[config.mk]
export PLATFORM = sky130hd
export DESIGN_NAME = oven_input_conditioner
export DESIGN_NICKNAME = d
export VERILOG_FILES = /design/src/rtl/oven_input_conditioner_pkg.sv /design/src/rtl/oven_input_conditioner_debouncer.sv /design/src/rtl/oven_input_conditioner.sv
export SDC_FILE = /design/constraint.sdc
export NUM_CORES = 1
export LEC_CHECK = 0
export CAP_MARGIN = 15
export CORE_UTILIZATION = 55
export DETAILED_ROUTE_END_ITERATION = 10
export HOLD_SLACK_MARGIN = 0.05
export PLACE_DENSITY = 0.75
export SLEW_MARGIN = 10
export SYNTH_ARGS = -nofsm -noshare
export SYNTH_HDL_FRONTEND = slang
export SYNTH_SLANG_ARGS = --single-unit
[constraint.sdc]
create_clock -name i_clk -period 1.6 [get_ports i_clk]
set_input_delay 0.32 -clock i_clk [delete_from_list [all_inputs] [get_ports i_clk]]
set_output_delay 0.32 -clock i_clk [all_outputs]
set_load 0.02 [all_outputs]
[src/rtl/oven_input_conditioner_pkg.sv]
// Shared constants and hold-FSM state encoding for the oven button front end.
package oven_input_conditioner_pkg;

  localparam int SECOND = 50_000_000;

  typedef enum logic [1:0] {
    IDLE  = 2'd0,
    COUNT = 2'd1,
    FIRED = 2'd2
  } hold_state_t;

endpackage

[src/rtl/oven_input_conditioner_debouncer.sv]
// One push-button channel: 2-FF synchroniser, debounce counter, press pulse.
module button_debouncer
  import oven_input_conditioner_pkg::*;
#(
  parameter int DEBOUNCE = SECOND / 50
) (
  input  logic i_clk,
  input  logic i_rst,
  input  logic i_key_n,
  output logic o_pressed_level,
  output logic o_press_pulse
);

  localparam int CW = (DEBOUNCE > 1) ? $clog2(DEBOUNCE) : 1;

  logic          r_s1;
  logic          r_s2;
  logic          r_stable;
  logic          r_pulse;
  logic [CW-1:0] r_cnt;

  always_ff @(posedge i_clk) begin
    if (i_rst) begin
      r_s1     <= 1'b1;
      r_s2     <= 1'b1;
      r_stable <= 1'b1;
      r_pulse  <= 1'b0;
      r_cnt    <= '0;
    end else begin
      r_s1    <= i_key_n;
      r_s2    <= r_s1;
      r_pulse <= 1'b0;
      if (r_s2 == r_stable) begin
        r_cnt <= '0;
      end else if (r_cnt == CW'(DEBOUNCE - 1)) begin
        // Accept the new level; only a 1->0 transition is a press.
        r_stable <= r_s2;
        r_cnt    <= '0;
        r_pulse  <= ~r_s2;
      end else begin
        r_cnt <= r_cnt + CW'(1);
      end
    end
  end

  assign o_pressed_level = ~r_stable;
  assign o_press_pulse   = r_pulse;

endmodule

[src/rtl/oven_input_conditioner.sv]
// Button front end: three debounced press pulses plus a hotter+colder long-hold pulse.
module oven_input_conditioner
  import oven_input_conditioner_pkg::*;
#(
  parameter int DEBOUNCE = SECOND / 50,
  parameter int HOLD     = 3 * SECOND
) (
  input  logic i_clk,
  input  logic i_rst,
  input  logic i_key_start_n,
  input  logic i_key_colder_n,
  input  logic i_key_hotter_n,
  output logic o_start,
  output logic o_colder,
  output logic o_hotter,
  output logic o_buttons_held
);

  localparam int HW = $clog2(HOLD);

  logic w_unused_start_level;
  logic w_colder_level;
  logic w_hotter_level;
  logic w_both;

  button_debouncer #(.DEBOUNCE(DEBOUNCE)) u_start (
    .i_clk           (i_clk),
    .i_rst           (i_rst),
    .i_key_n         (i_key_start_n),
    .o_pressed_level (w_unused_start_level),
    .o_press_pulse   (o_start)
  );

  button_debouncer #(.DEBOUNCE(DEBOUNCE)) u_colder (
    .i_clk           (i_clk),
    .i_rst           (i_rst),
    .i_key_n         (i_key_colder_n),
    .o_pressed_level (w_colder_level),
    .o_press_pulse   (o_colder)
  );

  button_debouncer #(.DEBOUNCE(DEBOUNCE)) u_hotter (
    .i_clk           (i_clk),
    .i_rst           (i_rst),
    .i_key_n         (i_key_hotter_n),
    .o_pressed_level (w_hotter_level),
    .o_press_pulse   (o_hotter)
  );

  assign w_both = w_colder_level & w_hotter_level;

  hold_state_t   r_state;
  hold_state_t   w_next_state;
  logic [HW-1:0] r_hcnt;
  logic [HW-1:0] w_next_hcnt;
  logic          r_held;
  logic          w_next_held;

  always_ff @(posedge i_clk) begin
    if (i_rst) begin
      r_state <= IDLE;
      r_hcnt  <= '0;
      r_held  <= 1'b0;
    end else begin
      r_state <= w_next_state;
      r_hcnt  <= w_next_hcnt;
      r_held  <= w_next_held;
    end
  end

  always_comb begin
    w_next_state = r_state;
    w_next_hcnt  = r_hcnt;
    w_next_held  = 1'b0;
    case (r_state)
      IDLE: begin
        if (w_both) begin
          w_next_state = COUNT;
          w_next_hcnt  = '0;
        end
      end
      COUNT: begin
        if (!w_both) begin
          w_next_state = IDLE;
        end else if (r_hcnt == HW'(HOLD - 2)) begin
          w_next_held  = 1'b1;
          w_next_state = FIRED;
        end else begin
          w_next_hcnt = r_hcnt + HW'(1);
        end
      end
      FIRED: begin
        // Re-arm only after both keys are fully released.
        if (!w_colder_level && !w_hotter_level) begin
          w_next_state = IDLE;
        end
      end
      default: w_next_state = IDLE;
    endcase
  end

  assign o_buttons_held = r_held;

endmodule

-- Yosys cells after proc, flatten, opt, wreduce, memory -nomap -nowiden
Index checks and enable logic that the tools add are counted.
Widths: inputs -> output; s select.
- add/subtract/negate cells: 4
- equal/unequal tests: 14
- muxes and demuxes: 10
- bitwise gates (word level): 14
- reduce and logical (&&, ||, !) cells: 15
- operators by type and width (operator ; number):
    $mux 28 ; 3
    $add 20x1->20 const B ; 3
    $eq 20x20->1 const B ; 3
    $pmux 28 s2 ; 1
    $add 28x1->28 const B ; 1
    $eq 28x28->1 const B ; 1
    $reduce_or 3->1 ; 7
    $not 1->1 ; 13
    $mux 2 ; 4
    $ne 2x2->1 const B ; 4
    $pmux 2 s3 ; 1
    $reduce_and 2->1 ; 3
    $reduce_and 4->1 ; 1
    $eq 1x1->1 ; 3
    $ne 3x3->1 const B ; 1
    $reduce_and 3->1 ; 1
    $eq 2x1->1 const B ; 1
    $eq 2x2->1 const B ; 1
    $logic_not 2->1 ; 1
    $reduce_bool 2->1 ; 1
    $and 1x1->1 ; 1
    $logic_and 1x1->1 ; 1
    $mux 1 ; 1
- flip-flop bits (word level): 103
- bits of input ports: 5
- output and inout port bits: 4
- word-level logic and storage cells: 75

-- Longest topological paths before layout
- depth in word-level cells: 4
- mapped depth: 9
- gate-level depth less buffers: 7

-- Cells and area by module
Synthesis repeated with hierarchy kept, for this count alone.
- cells, all modules: 538
- area total of the unflattened synthesis: 4777.1 µm²
- by module, submodules not included (module ; times used ; cells each ; area an instance (µm²) ; sequential area each (µm²)):
    button_debouncer ; 3 ; 116 ; 1048.5 ; 480.5
    oven_input_conditioner ; 1 ; 190 ; 1631.6 ; 620.6

-- Worst setup path before layout
Ideal clock, no wire load.
- path kind: reg2reg
- start point: reg r_hcnt[0]
- end point: reg r_hcnt[7]
- setup time: 0.071 ns
- arrival time: 1.696 ns
- required time: 1.529 ns
- setup slack: -0.167 ns
- stages on the path, launching flop included: 10
- path buffers: 2
- period minus slack after synthesis: 1.767 ns
- path through: dfxtp_1 -> inv_1 -> ha_1 -> nor4bb_1 -> nand4_1 -> nor3_2 -> buf_2 -> buf_4 -> o21ai_0 -> a21oi_1
- longest elaborated chain between the ends: 4
- elaborated cells between the ends (all ways): 7
- classes of those cells: 1 x add/sub; 2 x eq/ne; 3 x mux; 1 x reduce/logical
- RTL lines (element ; RTL line ; source):
    start, declared ; oven_input_conditioner.sv:54 ; logic [HW-1:0] r_hcnt;
    start signal, assigned ; oven_input_conditioner.sv:66 ; r_hcnt <= w_next_hcnt;
    $add 28x1->28 ; oven_input_conditioner.sv:89 ; w_next_hcnt = r_hcnt + HW'(1);
    $mux 28 ; oven_input_conditioner.sv:85 ; end else if (r_hcnt == HW'(HOLD - 2)) begin
    $mux 28 ; oven_input_conditioner.sv:83 ; if (!w_both) begin
    $pmux 28 s2 ; oven_input_conditioner.sv:75 ; case (r_state)
Parallel ways exist; a longest one is shown, timed or not. The select of a mux whose other input is x is not followed.
A chain may end at the register's enable or synchronous reset.

-- Final worst setup path
- start point: reg r_hcnt[0]
- end point: reg r_hcnt[3]
The elaborated chain is that of the path after synthesis.

==> impl.org <==
** Status
- Result of the run :: finished, violations left
- Violated checks :: negative setup slack

** STA
- On the final layout, the worst clock skew is 10.2 ps.
- The number of max-slew violations in the final report was 0.
- Final setup violation count :: 20
- The worst pin sits at a relative slew slack of roughly 73%.
- In the post-route analysis, the smallest setup slack over all paths is -151 ps.
- Of the available clock period, the critical path in the final layout requires 109%.
- Achievable Freq :: 0.571 GHz
- The worst path in the final design needs a cycle of approximately 1800 ps, including I/O delays and setup.
- The number of hold-slack violations in the final timing report is 0.
- Setup repair after global routing could not meet its margin everywhere.
- The tightest hold path in the finished design has a slack of between 400 and 500 ps.
- Actual slew at the worst max-slew pin :: around 400 ps

** Die
- Full die area :: between 0.008 and 0.009 mm2
- Starting density of the core :: 57.5%
- After floorplanning, the core was divided into 32 placement rows.
- The region available for standard cell placement spans 0.00781 mm2.
- Die boundary width :: 92.3 um
- Num ports :: 9
- From bottom edge to top edge, the die measures 92.3 um.

** Yosys
- Per-instance average area after synthesis :: between 8 and 9 um2
- Compound-Gate Fraction of Synth Area :: 3.60%
- Simple logic cell fraction of the synthesized area :: 32.4%
- Part of the Yosys area used for sequential elements :: a little under half
- The number of different library cells used by synthesis comes to 43.
- After Yosys synthesis, XOR and XNOR cells account for 14.1% of the synthesized area.
- After synthesis the netlist holds a flip-flop and latch count of 103.
- Multiplexer area fraction after synthesis :: 0.223%
- Area share of the leading cell type in the synthesized netlist :: 46.0%
- By area the synthesized netlist is led by sky130_fd_sc_hd__dfxtp_1 46%, sky130_fd_sc_hd__xor2_1 9.6%, sky130_fd_sc_hd__nor2_1 7.4%, sky130_fd_sc_hd__nand3_1 4.8%, sky130_fd_sc_hd__xnor2_1 4.5%.
- In this run the cell area of the synthesized design comes to ~0.0045 mm2.
- Adder-Cell Fraction of Synth Area :: 1.39%
- Count of yosys warnings during synthesis :: 0
- Cell type contributing the most total cell area after synthesis :: sky130_fd_sc_hd__dfxtp_1
- Counting every net in the synthesized netlist gives 512.
- Synth Instances :: 502
- After synthesis, the largest family of logic cells by area is simple AND/OR/NAND/NOR gates.

** Run
- Total of max-cap violations :: 0

** Placement
- The congestion estimate from routability-driven global placement came to 0.822.
- Port buffering added 8 buffers.
- Estimated wirelength of the detail-placed design :: 6.42 mm
- Worst Setup Slack post-DPL :: -139 ps

** GRT
- Via count of the first global-routing pass :: roughly 3800
- Tot GR Track Use :: 24.0%
- For this run the aggregate overflow at the end of global routing stands at 0.
- The number of antenna violations at the first check in global routing was 0.
- Entering global routing, the biggest net connects 25 pins.
- Wire length of the first global-routing pass :: between 15 and 20 mm

** Power
- Sum of internal, switching and leakage power :: 4230 uW
- For this design the ratio of total power to cell area is 702 mW/mm2.
- The worst-case IR drop observed on VDD is 0.638 mV.
- For this design the static power due to leakage is 0.00233 uW.

** Final layout
- 0 antenna diodes ended up in the layout.
- Area growth from synthesis to layout :: 34.2%
- Layout net count :: approximately 600
- For this run, the share of the core covered by cells in the final layout is 77.1%.
- Share of layout cells above drive strength 1 :: approximately 34%

** Critical path
- The worst register-to-register path begins at r_hcnt[0].
- The worst register-to-register path ends at r_hcnt[3].
- The setup check on the worst reg-to-reg path leaves a slack of -150 ps.
- Critical-path maximum fanout :: 6
- Launching element type of the critical path :: register
- The worst register-to-register path has a depth of 8.
- Data on the critical path is required at its endpoint by 1900 ps.
- For the worst setup path, the data arrival time is just over 2000 ps.
- The critical path is of the reg -> reg type.
- The worst setup path is captured at a register.

** Drt
- Detail-routed via count per cell :: approximately 5.7
- Pre-Repair DR Iteration Count :: 5
- In the routed design, unresolved DRC markers number 0.
- In the final routed layout, each cell accounts on average for 15.5 um.
- Total number of vias :: 4026
- Post-route antenna net violation count :: 0
- For this block, the initial DRC count from the detailed router was 182.
- Detailed Route WL :: about 11 mm

** Hold path
- The worst hold path begins at u_start.r_s1.
- Class of the worst hold path :: reg -> reg
- WHS Path Cells :: 1
- Hold Path End :: u_start.r_s2

** Clock network
- Post-CTS clock slew at the launch and capture registers of the worst setup and hold paths :: 90 ps
- Level count of the clock H-tree :: 3
- TritonCTS built the clock tree.
- The tree is rooted in a sky130_fd_sc_hd__clkbuf_8.
- The longest clock path from root to sink contains 2 buffers.
- Counting the buffers created by CTS gives 9.
- For this design, the sink count on the clock tree is 103.
- The clock reaches the later pin of the worst-skew pair after 350 ps.
==> layer usage <==
layer | global-route usage (%) | part of all wire, % | vias to the layer above
li1 | - | - | 1951
met1 | 29.3 | 43 | 1959
met2 | 42.0 | 52 | 96
met3 | 4.76 | 3.5 | 20
met4 | 7.81 | 1.6 | 0
met5 | 0 | 0 | -
==> cells in the mapped netlist <==
master and n:
sky130_fd_sc_hd__or4_1 2, sky130_fd_sc_hd__nor3b_4 1, sky130_fd_sc_hd__a31oi_1 2, sky130_fd_sc_hd__clkbuf_1 8, sky130_fd_sc_hd__dfxtp_1 103, sky130_fd_sc_hd__and4_1 10, sky130_fd_sc_hd__buf_4 2, sky130_fd_sc_hd__and3_1 16
sky130_fd_sc_hd__ha_1 5, sky130_fd_sc_hd__nand4b_1 2, sky130_fd_sc_hd__nor3b_1 2, sky130_fd_sc_hd__nor4_1 7, sky130_fd_sc_hd__nand2_1 27, sky130_fd_sc_hd__nand3_1 43, sky130_fd_sc_hd__nor3_1 3, sky130_fd_sc_hd__nor4b_1 10
sky130_fd_sc_hd__nor2_4 1, sky130_fd_sc_hd__nor4_4 1, sky130_fd_sc_hd__o21ai_1 1, sky130_fd_sc_hd__a211o_1 2, sky130_fd_sc_hd__nor3b_2 1, sky130_fd_sc_hd__nor2_1 88, sky130_fd_sc_hd__or2_1 1, sky130_fd_sc_hd__or2_2 7
sky130_fd_sc_hd__nand4_1 24, sky130_fd_sc_hd__buf_6 1, sky130_fd_sc_hd__nor3_2 2, sky130_fd_sc_hd__a32oi_1 1, sky130_fd_sc_hd__nor2_2 6, sky130_fd_sc_hd__or3_1 12, sky130_fd_sc_hd__nand2_2 1, sky130_fd_sc_hd__a21o_1 1
sky130_fd_sc_hd__xnor2_1 23, sky130_fd_sc_hd__and2_1 1, sky130_fd_sc_hd__xor2_1 49, sky130_fd_sc_hd__nor4bb_1 1, sky130_fd_sc_hd__o21ai_0 8, sky130_fd_sc_hd__buf_2 4, sky130_fd_sc_hd__o211ai_1 2, sky130_fd_sc_hd__mux2i_1 1
sky130_fd_sc_hd__a21oi_1 11, sky130_fd_sc_hd__nand2b_1 1, sky130_fd_sc_hd__inv_1 8
==> what timing repair did <==
action                     in CTS  in global routing
setup endpoints to repair      45                 80
pin swaps                      12                 34
gates resized for setup        31                 75
cloned                          1                  1
hold buffers                    0                  0
hold endpoints to repair        0                  0
buffers inserted                8                 10
==> worst max-delay path, cell delays in order (launching register included) <==
cell and delay (ps):
sky130_fd_sc_hd__dfxtp_2 350, sky130_fd_sc_hd__inv_2 60, sky130_fd_sc_hd__ha_4 150, sky130_fd_sc_hd__nor4bb_4 140, sky130_fd_sc_hd__nand4_1 210, sky130_fd_sc_hd__nor3_4 70, sky130_fd_sc_hd__buf_4 180, sky130_fd_sc_hd__or3_4 390
sky130_fd_sc_hd__a21oi_2 140
==> power by group <==
group | total, uW | switching [uW] | internal, uW
clock | 1580 | 825 | 750
sequential | 2570 | 6.65 | 2570
combinational | 79.9 | 46.6 | 33.3
total | 4230 | 878 | 3350
==> cells in the final DEF, fill, tap and decap left out, types with 10 or more instances in the layout <==
| cell | synthesis | final |
|---|---|---|
| sky130_fd_sc_hd__dfxtp_1 | 103 | 84 |
| sky130_fd_sc_hd__buf_4 | 2 | 88 |
| sky130_fd_sc_hd__nand2_1 | 27 | 23 |
| sky130_fd_sc_hd__nand3_1 | 43 | 33 |
| sky130_fd_sc_hd__xor2_1 | 49 | 49 |
| sky130_fd_sc_hd__clkbuf_8 | 0 | 10 |
| sky130_fd_sc_hd__dfxtp_2 | 0 | 17 |
| sky130_fd_sc_hd__xnor2_1 | 23 | 23 |
| sky130_fd_sc_hd__nand4_1 | 24 | 24 |
| sky130_fd_sc_hd__buf_6 | 1 | 11 |
| sky130_fd_sc_hd__and3_1 | 16 | 15 |
| sky130_fd_sc_hd__nor2_1 | 88 | 84 |
==> cell type report <==
| class | instances | area, um2 |
|---|---|---|
| Timing Repair Buffer | 108 | 891 |
| Sequential cell | 103 | 2090 |
| Clock buffer | 11 | 141 |
| Fill cell | 493 | 1790 |
| Tap cell | 102 | 128 |
| Multi-Input combinational cell | 377 | 2700 |
| Inverter | 8 | 30.0 |
| Clock inverter | 3 | 45.0 |
==> cells by family (layout without fill, tap and decap cells) <==
logic type      after synthesis  count (layout)
simple gates                270             271
mux                           1               1
fa+ha+maj                     5               5
buf+inv                      23             130
compound gates               28              28
xor+xnor                     72              72
flops                       103             103
==> flip-flops by register name (all words and copies together), names as in the netlist, 2 cells and up <==
name	cells
r_hcnt	28
u_hotter.r_cnt	20
u_start.r_cnt	20
r_state	2
u_colder.r_cnt	20
==> worst max path at each step <==
stage          depth (start not counted)         end  slack [ps]       start
6_report                               8   r_hcnt[3]        -150   r_hcnt[0]
5_1_grt                                8  r_hcnt[12]        -270   r_hcnt[0]
4_1_cts                                8   r_hcnt[7]         -60   r_hcnt[0]
3_5_place_dp                           6  r_hcnt[22]        -140  r_state[1]
3_3_place_gp                           5  r_hcnt[12]         -70  r_state[1]
2_1_floorplan                          8   r_hcnt[7]         0.5   r_hcnt[1]
==> per-stage QoR <==
step,cells,instance area [um2],setup TNS (ps)
global route,712,6020,-4530
floorplan,502,4530,0
global placement,679,5280,-1100
CTS,702,5630,-404
finish,712,6020,-1600
detailed placement,679,5280,-1910
Power figures use the tool's default switching activity.
